**config.mk**
```make
export PLATFORM = sky130hd
export DESIGN_NAME = pc_branch_ctrl_flat
export DESIGN_NICKNAME = d
export VERILOG_FILES = /design/src/rtl/pc_branch_ctrl_if.sv /design/src/rtl/pc_branch_ctrl.sv /design/src/flat_wrapper.sv
export SDC_FILE = /design/constraint.sdc
export NUM_CORES = 1
export LEC_CHECK = 0
export ABC_AREA = 1
export ABC_CLOCK_PERIOD_IN_PS = 5400
export CORE_UTILIZATION = 55
export DETAILED_ROUTE_END_ITERATION = 12
export PLACE_DENSITY = 0.95
export SLEW_MARGIN = 20
export SYNTH_ARGS = -nofsm -noshare
export SYNTH_HDL_FRONTEND = slang
export SYNTH_SLANG_ARGS = --single-unit
```
**constraint.sdc**
```tcl
create_clock -name clk -period 5.4 [get_ports clk]
set_input_delay 0.81 -clock clk [delete_from_list [all_inputs] [get_ports clk]]
set_output_delay 0.81 -clock clk [all_outputs]
set_load 0.01 [all_outputs]
```
**src/rtl/pc_branch_ctrl_if.sv**
```systemverilog
// rtl/pc_branch_ctrl_if.sv - decode-side bus between the decoder and the PC/branch controller
interface pc_branch_ctrl_if;
    logic        i_stall;
    logic        i_branch;
    logic        i_branch_reg;
    logic [2:0]  i_ccc;
    logic [8:0]  i_imm9;
    logic [15:0] i_reg_target;
    logic        i_halt;
    logic [2:0]  i_flags;
    logic [2:0]  i_flags_next;
    logic        i_flags_wen;
    logic [15:0] o_pc;
    logic [15:0] o_pc_plus2;
    logic        o_taken;
    logic        o_flush;
    logic        o_halted;

    modport master (
        output i_stall, i_branch, i_branch_reg, i_ccc, i_imm9, i_reg_target,
               i_halt, i_flags, i_flags_next, i_flags_wen,
        input  o_pc, o_pc_plus2, o_taken, o_flush, o_halted
    );

    modport slave (
        input  i_stall, i_branch, i_branch_reg, i_ccc, i_imm9, i_reg_target,
               i_halt, i_flags, i_flags_next, i_flags_wen,
        output o_pc, o_pc_plus2, o_taken, o_flush, o_halted
    );
endinterface

```
**src/rtl/pc_branch_ctrl.sv**
```systemverilog
// rtl/pc_branch_ctrl.sv - program counter with conditional B/BR redirect, one-cycle flush and halt
module pc_branch_ctrl #(
    parameter logic [15:0] RESET_PC = 16'h0000
) (
    input  logic              clk,
    input  logic              rst,
    pc_branch_ctrl_if.slave   bus
);

    typedef enum logic [1:0] {
        ST_RUN   = 2'd0,
        ST_FLUSH = 2'd1,
        ST_HALT  = 2'd2
    } state_t;

    state_t      r_state;
    state_t      w_state_nxt;
    logic [15:0] r_pc;
    logic [15:0] w_pc_nxt;
    logic [2:0]  w_flags_eff;
    logic        w_z;
    logic        w_v;
    logic        w_n;
    logic        w_cond;
    logic [15:0] w_pc_plus2;
    logic [15:0] w_br_target;
    logic        w_taken;

    // A flag write in the same cycle as the branch must be visible to it.
    assign w_flags_eff = bus.i_flags_wen ? bus.i_flags_next : bus.i_flags;
    assign w_z         = w_flags_eff[2];
    assign w_v         = w_flags_eff[1];
    assign w_n         = w_flags_eff[0];

    always_comb begin
        w_cond = 1'b1;
        case (bus.i_ccc)
            3'b000:  w_cond = ~w_z;
            3'b001:  w_cond = w_z;
            3'b010:  w_cond = ~w_z & ~w_n;
            3'b011:  w_cond = w_n;
            3'b100:  w_cond = w_z | ~w_n;
            3'b101:  w_cond = w_z | w_n;
            3'b110:  w_cond = w_v;
            default: w_cond = 1'b1;
        endcase
    end

    assign w_pc_plus2  = r_pc + 16'd2;
    assign w_br_target = w_pc_plus2 + {{6{bus.i_imm9[8]}}, bus.i_imm9, 1'b0};

    always_comb begin
        w_state_nxt = r_state;
        w_pc_nxt    = r_pc;
        w_taken     = 1'b0;
        if (!bus.i_stall) begin
            case (r_state)
                ST_RUN: begin
                    if (bus.i_halt) begin
                        w_state_nxt = ST_HALT;
                    end else if (bus.i_branch_reg) begin
                        // BR shadows a simultaneous B even when BR's condition fails.
                        if (w_cond) begin
                            w_pc_nxt    = bus.i_reg_target;
                            w_taken     = 1'b1;
                            w_state_nxt = ST_FLUSH;
                        end else begin
                            w_pc_nxt = w_pc_plus2;
                        end
                    end else if (bus.i_branch && w_cond) begin
                        w_pc_nxt    = w_br_target;
                        w_taken     = 1'b1;
                        w_state_nxt = ST_FLUSH;
                    end else begin
                        w_pc_nxt = w_pc_plus2;
                    end
                end
                ST_FLUSH: begin
                    w_pc_nxt    = w_pc_plus2;
                    w_state_nxt = ST_RUN;
                end
                ST_HALT: begin
                    w_state_nxt = ST_HALT;
                end
                default: begin
                    w_state_nxt = ST_RUN;
                end
            endcase
        end
    end

    always_ff @(posedge clk or negedge rst) begin
        if (!rst) begin
            r_state <= ST_RUN;
            r_pc    <= RESET_PC;
        end else begin
            r_state <= w_state_nxt;
            r_pc    <= w_pc_nxt;
        end
    end

    assign bus.o_pc       = r_pc;
    assign bus.o_pc_plus2 = w_pc_plus2;
    assign bus.o_taken    = w_taken;
    assign bus.o_flush    = (r_state == ST_FLUSH);
    assign bus.o_halted   = (r_state == ST_HALT);

endmodule

```
**src/flat_wrapper.sv**
```systemverilog
// flat-port wrapper written by rule: the top's interface ports become plain ports
module pc_branch_ctrl_flat 
#(
    parameter logic [15:0] RESET_PC = 16'h0000
)
  (clk, rst, bus_i_stall, bus_i_branch, bus_i_branch_reg, bus_i_ccc, bus_i_imm9, bus_i_reg_target, bus_i_halt, bus_i_flags, bus_i_flags_next, bus_i_flags_wen, bus_o_pc, bus_o_pc_plus2, bus_o_taken, bus_o_flush, bus_o_halted);
  pc_branch_ctrl_if bus_i ();
  input  logic clk;
  input  logic rst;
  input wire logic [$bits(bus_i.i_stall)-1:0] bus_i_stall;
  input wire logic [$bits(bus_i.i_branch)-1:0] bus_i_branch;
  input wire logic [$bits(bus_i.i_branch_reg)-1:0] bus_i_branch_reg;
  input wire logic [$bits(bus_i.i_ccc)-1:0] bus_i_ccc;
  input wire logic [$bits(bus_i.i_imm9)-1:0] bus_i_imm9;
  input wire logic [$bits(bus_i.i_reg_target)-1:0] bus_i_reg_target;
  input wire logic [$bits(bus_i.i_halt)-1:0] bus_i_halt;
  input wire logic [$bits(bus_i.i_flags)-1:0] bus_i_flags;
  input wire logic [$bits(bus_i.i_flags_next)-1:0] bus_i_flags_next;
  input wire logic [$bits(bus_i.i_flags_wen)-1:0] bus_i_flags_wen;
  output wire logic [$bits(bus_i.o_pc)-1:0] bus_o_pc;
  output wire logic [$bits(bus_i.o_pc_plus2)-1:0] bus_o_pc_plus2;
  output wire logic [$bits(bus_i.o_taken)-1:0] bus_o_taken;
  output wire logic [$bits(bus_i.o_flush)-1:0] bus_o_flush;
  output wire logic [$bits(bus_i.o_halted)-1:0] bus_o_halted;
  assign bus_i.i_stall = bus_i_stall;
  assign bus_i.i_branch = bus_i_branch;
  assign bus_i.i_branch_reg = bus_i_branch_reg;
  assign bus_i.i_ccc = bus_i_ccc;
  assign bus_i.i_imm9 = bus_i_imm9;
  assign bus_i.i_reg_target = bus_i_reg_target;
  assign bus_i.i_halt = bus_i_halt;
  assign bus_i.i_flags = bus_i_flags;
  assign bus_i.i_flags_next = bus_i_flags_next;
  assign bus_i.i_flags_wen = bus_i_flags_wen;
  assign bus_o_pc = bus_i.o_pc;
  assign bus_o_pc_plus2 = bus_i.o_pc_plus2;
  assign bus_o_taken = bus_i.o_taken;
  assign bus_o_flush = bus_i.o_flush;
  assign bus_o_halted = bus_i.o_halted;
  pc_branch_ctrl #(.RESET_PC(RESET_PC)) u_core (.clk(clk), .rst(rst), .bus(bus_i));
endmodule
```
==> flow_metrics.env <==
export IMPL_status="finished, final reports clean"
export IMPL_synthDominantCellAreaShare=0.252
export IMPL_syn_to_final_growth_pct=27.8
export IMPL_slowest_stage="clkdlybuf4s50_1"
export IMPL_slew_headroom=0.432
export IMPL_cp_start_kind="primary input"
export IMPL_synthCells=536
export IMPL_ys_async_sr_fraction=1.00
export IMPL_drv_cap=0
export IMPL_synthSimpleGateAreaFrac=0.512
export IMPL_finalCriticalPeriod_ns=4.01
export IMPL_initial_utilization=0.574
export IMPL_worstMarginPinSlew_ns=0.849
export IMPL_fin_area_um2=3770
export IMPL_dieArea_um2=5660
export IMPL_setup_viol_count_final=0
export IMPL_cts_tree="done"
export IMPL_p_per_area_nw_per_um2=497
export IMPL_mostFrequentLayoutCell="nand2_1"
export IMPL_max_stage_delay_ns=0.56
export IMPL_required_ns=4.59
export IMPL_vias=3619
export IMPL_synthTopCellsByArea="nand2_1, dfrtp_1, nand3_1"
export IMPL_period_share=0.742
export IMPL_critPathKind="primary input to output pin"
export IMPL_endpoint_kind="output pin"
export IMPL_synth_top_family_by_area="simple AND/OR/NAND/NOR gates"
export IMPL_max_freq_mhz=250
export IMPL_min_path_type="flop to flop"
export IMPL_first_global_vias=3259
export IMPL_cts_sinks=18
export IMPL_synth_edf_count=0
export IMPL_synth_cell_type_count=35
export IMPL_grt_max_degree=25
export IMPL_ys_ff_latch=18
export IMPL_rr_startpoint="u_core.bus.o_pc[1]"
export IMPL_reg2reg_depth=15
export IMPL_ys_flop_type="dfrtp_1"
export IMPL_yosys_area_top_type="nand2_1"
export IMPL_path_max_fanout=23
export IMPL_clk_pin_slew_worst_paths_ns=0.07
export IMPL_cts_resized=0
export IMPL_synth_xor_area_share=0.0416
export IMPL_stdcell_count=674
export IMPL_core_area_um2=5140
export IMPL_wl_per_cell_um=12.9
export IMPL_crit_top_cell="nand2_1"
export IMPL_drc=0
export IMPL_ant_nets=0
export IMPL_placed_cell_area_um2=3710
export IMPL_whs_ns=0.560
export IMPL_routed_via_density=5.37
export IMPL_synth_area_per_cell_um2=5.50
export IMPL_placedCellCount=670
export IMPL_grt_pass1_wl_um=13900
export IMPL_post_cts_setup_buffers=0
export IMPL_dp_hpwl_um=6840
export IMPL_p_leak_uw=0.00213
export IMPL_synthMuxAreaShare=0
export IMPL_slew_viol_final=0
export IMPL_nets=665
export IMPL_ff2ff_setup_slack_ns=2.21
export IMPL_final_core_util=0.733
export IMPL_syn_area_um2=2950
export IMPL_worstPathCellList="clkdlybuf4s50_1, nand2_1, nand2_1, nand2_1, nand3_1, nand2_2, nand2_4, nand2_1, nand2_1, o21bai_2, nor2_1, clkdlybuf4s50_1"
export IMPL_drive_above_1_share=0.0348
export IMPL_pin_count=76
export IMPL_internal_power_uw=882
export IMPL_syn_nets=596
export IMPL_synth_compound_area_share=0.0675
export IMPL_rsz0062_at_grt="no"
export IMPL_cts_buffers=3
export IMPL_seq_power_share=0.158
export IMPL_hold_violations=0
export IMPL_drt_wl_total_um=8730
export IMPL_fp_dieW_um=75.2
export IMPL_die_h_um=75.2
export IMPL_antenna_found_initial=0
export IMPL_p_sw_uw=991
export IMPL_crit_end="bus_o_taken"
export IMPL_clockBufferDepth=2
export IMPL_layout_common_cells="nand2_1, inv_1, clkdlybuf4s50_1"
export IMPL_diodes=0
export IMPL_rows=26
export IMPL_overflow=0
export IMPL_finalSetupTns_ns=0
export IMPL_clk_latency_ns=0.26
export IMPL_crit_path_start="bus_i_flags_wen"
export IMPL_ys_seq_area_frac=0.153
export IMPL_nFillCells=479
export IMPL_synthAdderAreaFrac=0.0832
export IMPL_p_clk_frac=0.059
export IMPL_io_buffers=75
export IMPL_gp_congestion=0.920
export IMPL_yosysWarnings=0
export IMPL_p_comb_frac=0.783
export IMPL_grt_usage=0.314
export IMPL_cts_hold_buf=0
export IMPL_irDropWorstVdd_mv=0.266
export IMPL_clockRootBuffer="clkbuf_8"
export IMPL_drt_iter0_markers=302
export IMPL_skew_ns=0.00517
export IMPL_p_sw_frac=0.529
export IMPL_first_pass_iters=5
export IMPL_rr_endpoint="u_core.bus.o_pc[10]"
export IMPL_h_tree_depth=1
export IMPL_worstPathArrival_ns=3.20
-- sequential cells by signal, summed over array words and instances, names as in the netlist --
register / cells
u_core.bus.o_pc: 16
u_core.r_state: 2
-- how the worst min path moves through the flow --
stage / slack [ns] / cells past startpoint / startpoint / end
after detailed placement: 0.54 / 2 / u_core.bus.o_pc[2] / u_core.bus.o_pc[2]
after global placement: 0.52 / 2 / u_core.bus.o_pc[2] / u_core.bus.o_pc[2]
final: 0.56 / 2 / u_core.bus.o_pc[14] / u_core.bus.o_pc[14]
after CTS: 0.56 / 2 / u_core.bus.o_pc[2] / u_core.bus.o_pc[2]
after global routing: 0.61 / 2 / u_core.bus.o_pc[2] / u_core.bus.o_pc[2]
after floorplan: 0.50 / 2 / u_core.r_state[0] / u_core.r_state[0]
-- cells by family (layout without fill, tap and decap cells) --
group / count (synthesis) / count (layout)
buf+inv: 103 / 171
compound gates: 35 / 35
flops: 18 / 18
fa+ha+maj: 19 / 19
simple gates: 347 / 347
xor+xnor: 14 / 14
-- critical path: cells and delay by family --
family	cells	cell delay [ns]
simple gates	9	1.18
buf+inv	2	1.09
compound gates	1	0.09
-- synth_stat cells, types with 3 or more instances --
master and count:
nand4_1 15, dfrtp_1 18, a21oi_1 18, nand2_2 4, xnor2_1 6, nand2_1 198
xor2_1 8, clkbuf_1 3, inv_1 89, ha_1 18, nand3_2 3, nor3_1 4
buf_2 5, nand3_1 67, nor2_1 49, o21ai_0 9
-- power groups by stage --
stage                     Combinational, µW  Sequential, µW  Clock [µW]
after CTS                              1450             292         112
after global routing                   1630             305         117
after global placement                 1420             288           0
final                                  1470             296         111
after detailed placement               1440             293           0
after floorplan                         912             302           0
-- per-stage QoR --
stage               power, µW  setup slack, ns
global route             2050             1.13
floorplan                1210             2.74
global placement         1700             1.51
detailed placement       1730             1.41
finish                   1870             1.39
CTS                      1860             1.39
-- cell type report --
cell class | instances | area, µm² | area share
multi-input combinational | 415 | 2080 | 0.551
timing repair buffer | 76 | 758 | 0.201
sequential | 18 | 450 | 0.120
inverter | 91 | 342 | 0.0906
tap | 70 | 87.6 | 0.0232
clock buffer | 4 | 55.1 | 0.0146
-- per-layer routing --
layer	share of wire	vias to the layer above	track usage
li1	-	1820	-
met1	0.43	1606	0.380
met2	0.47	164	0.567
met3	0.075	29	0.0482
met4	0.030	0	0.105
met5	0	-	0
Power figures use the tool's default switching activity.
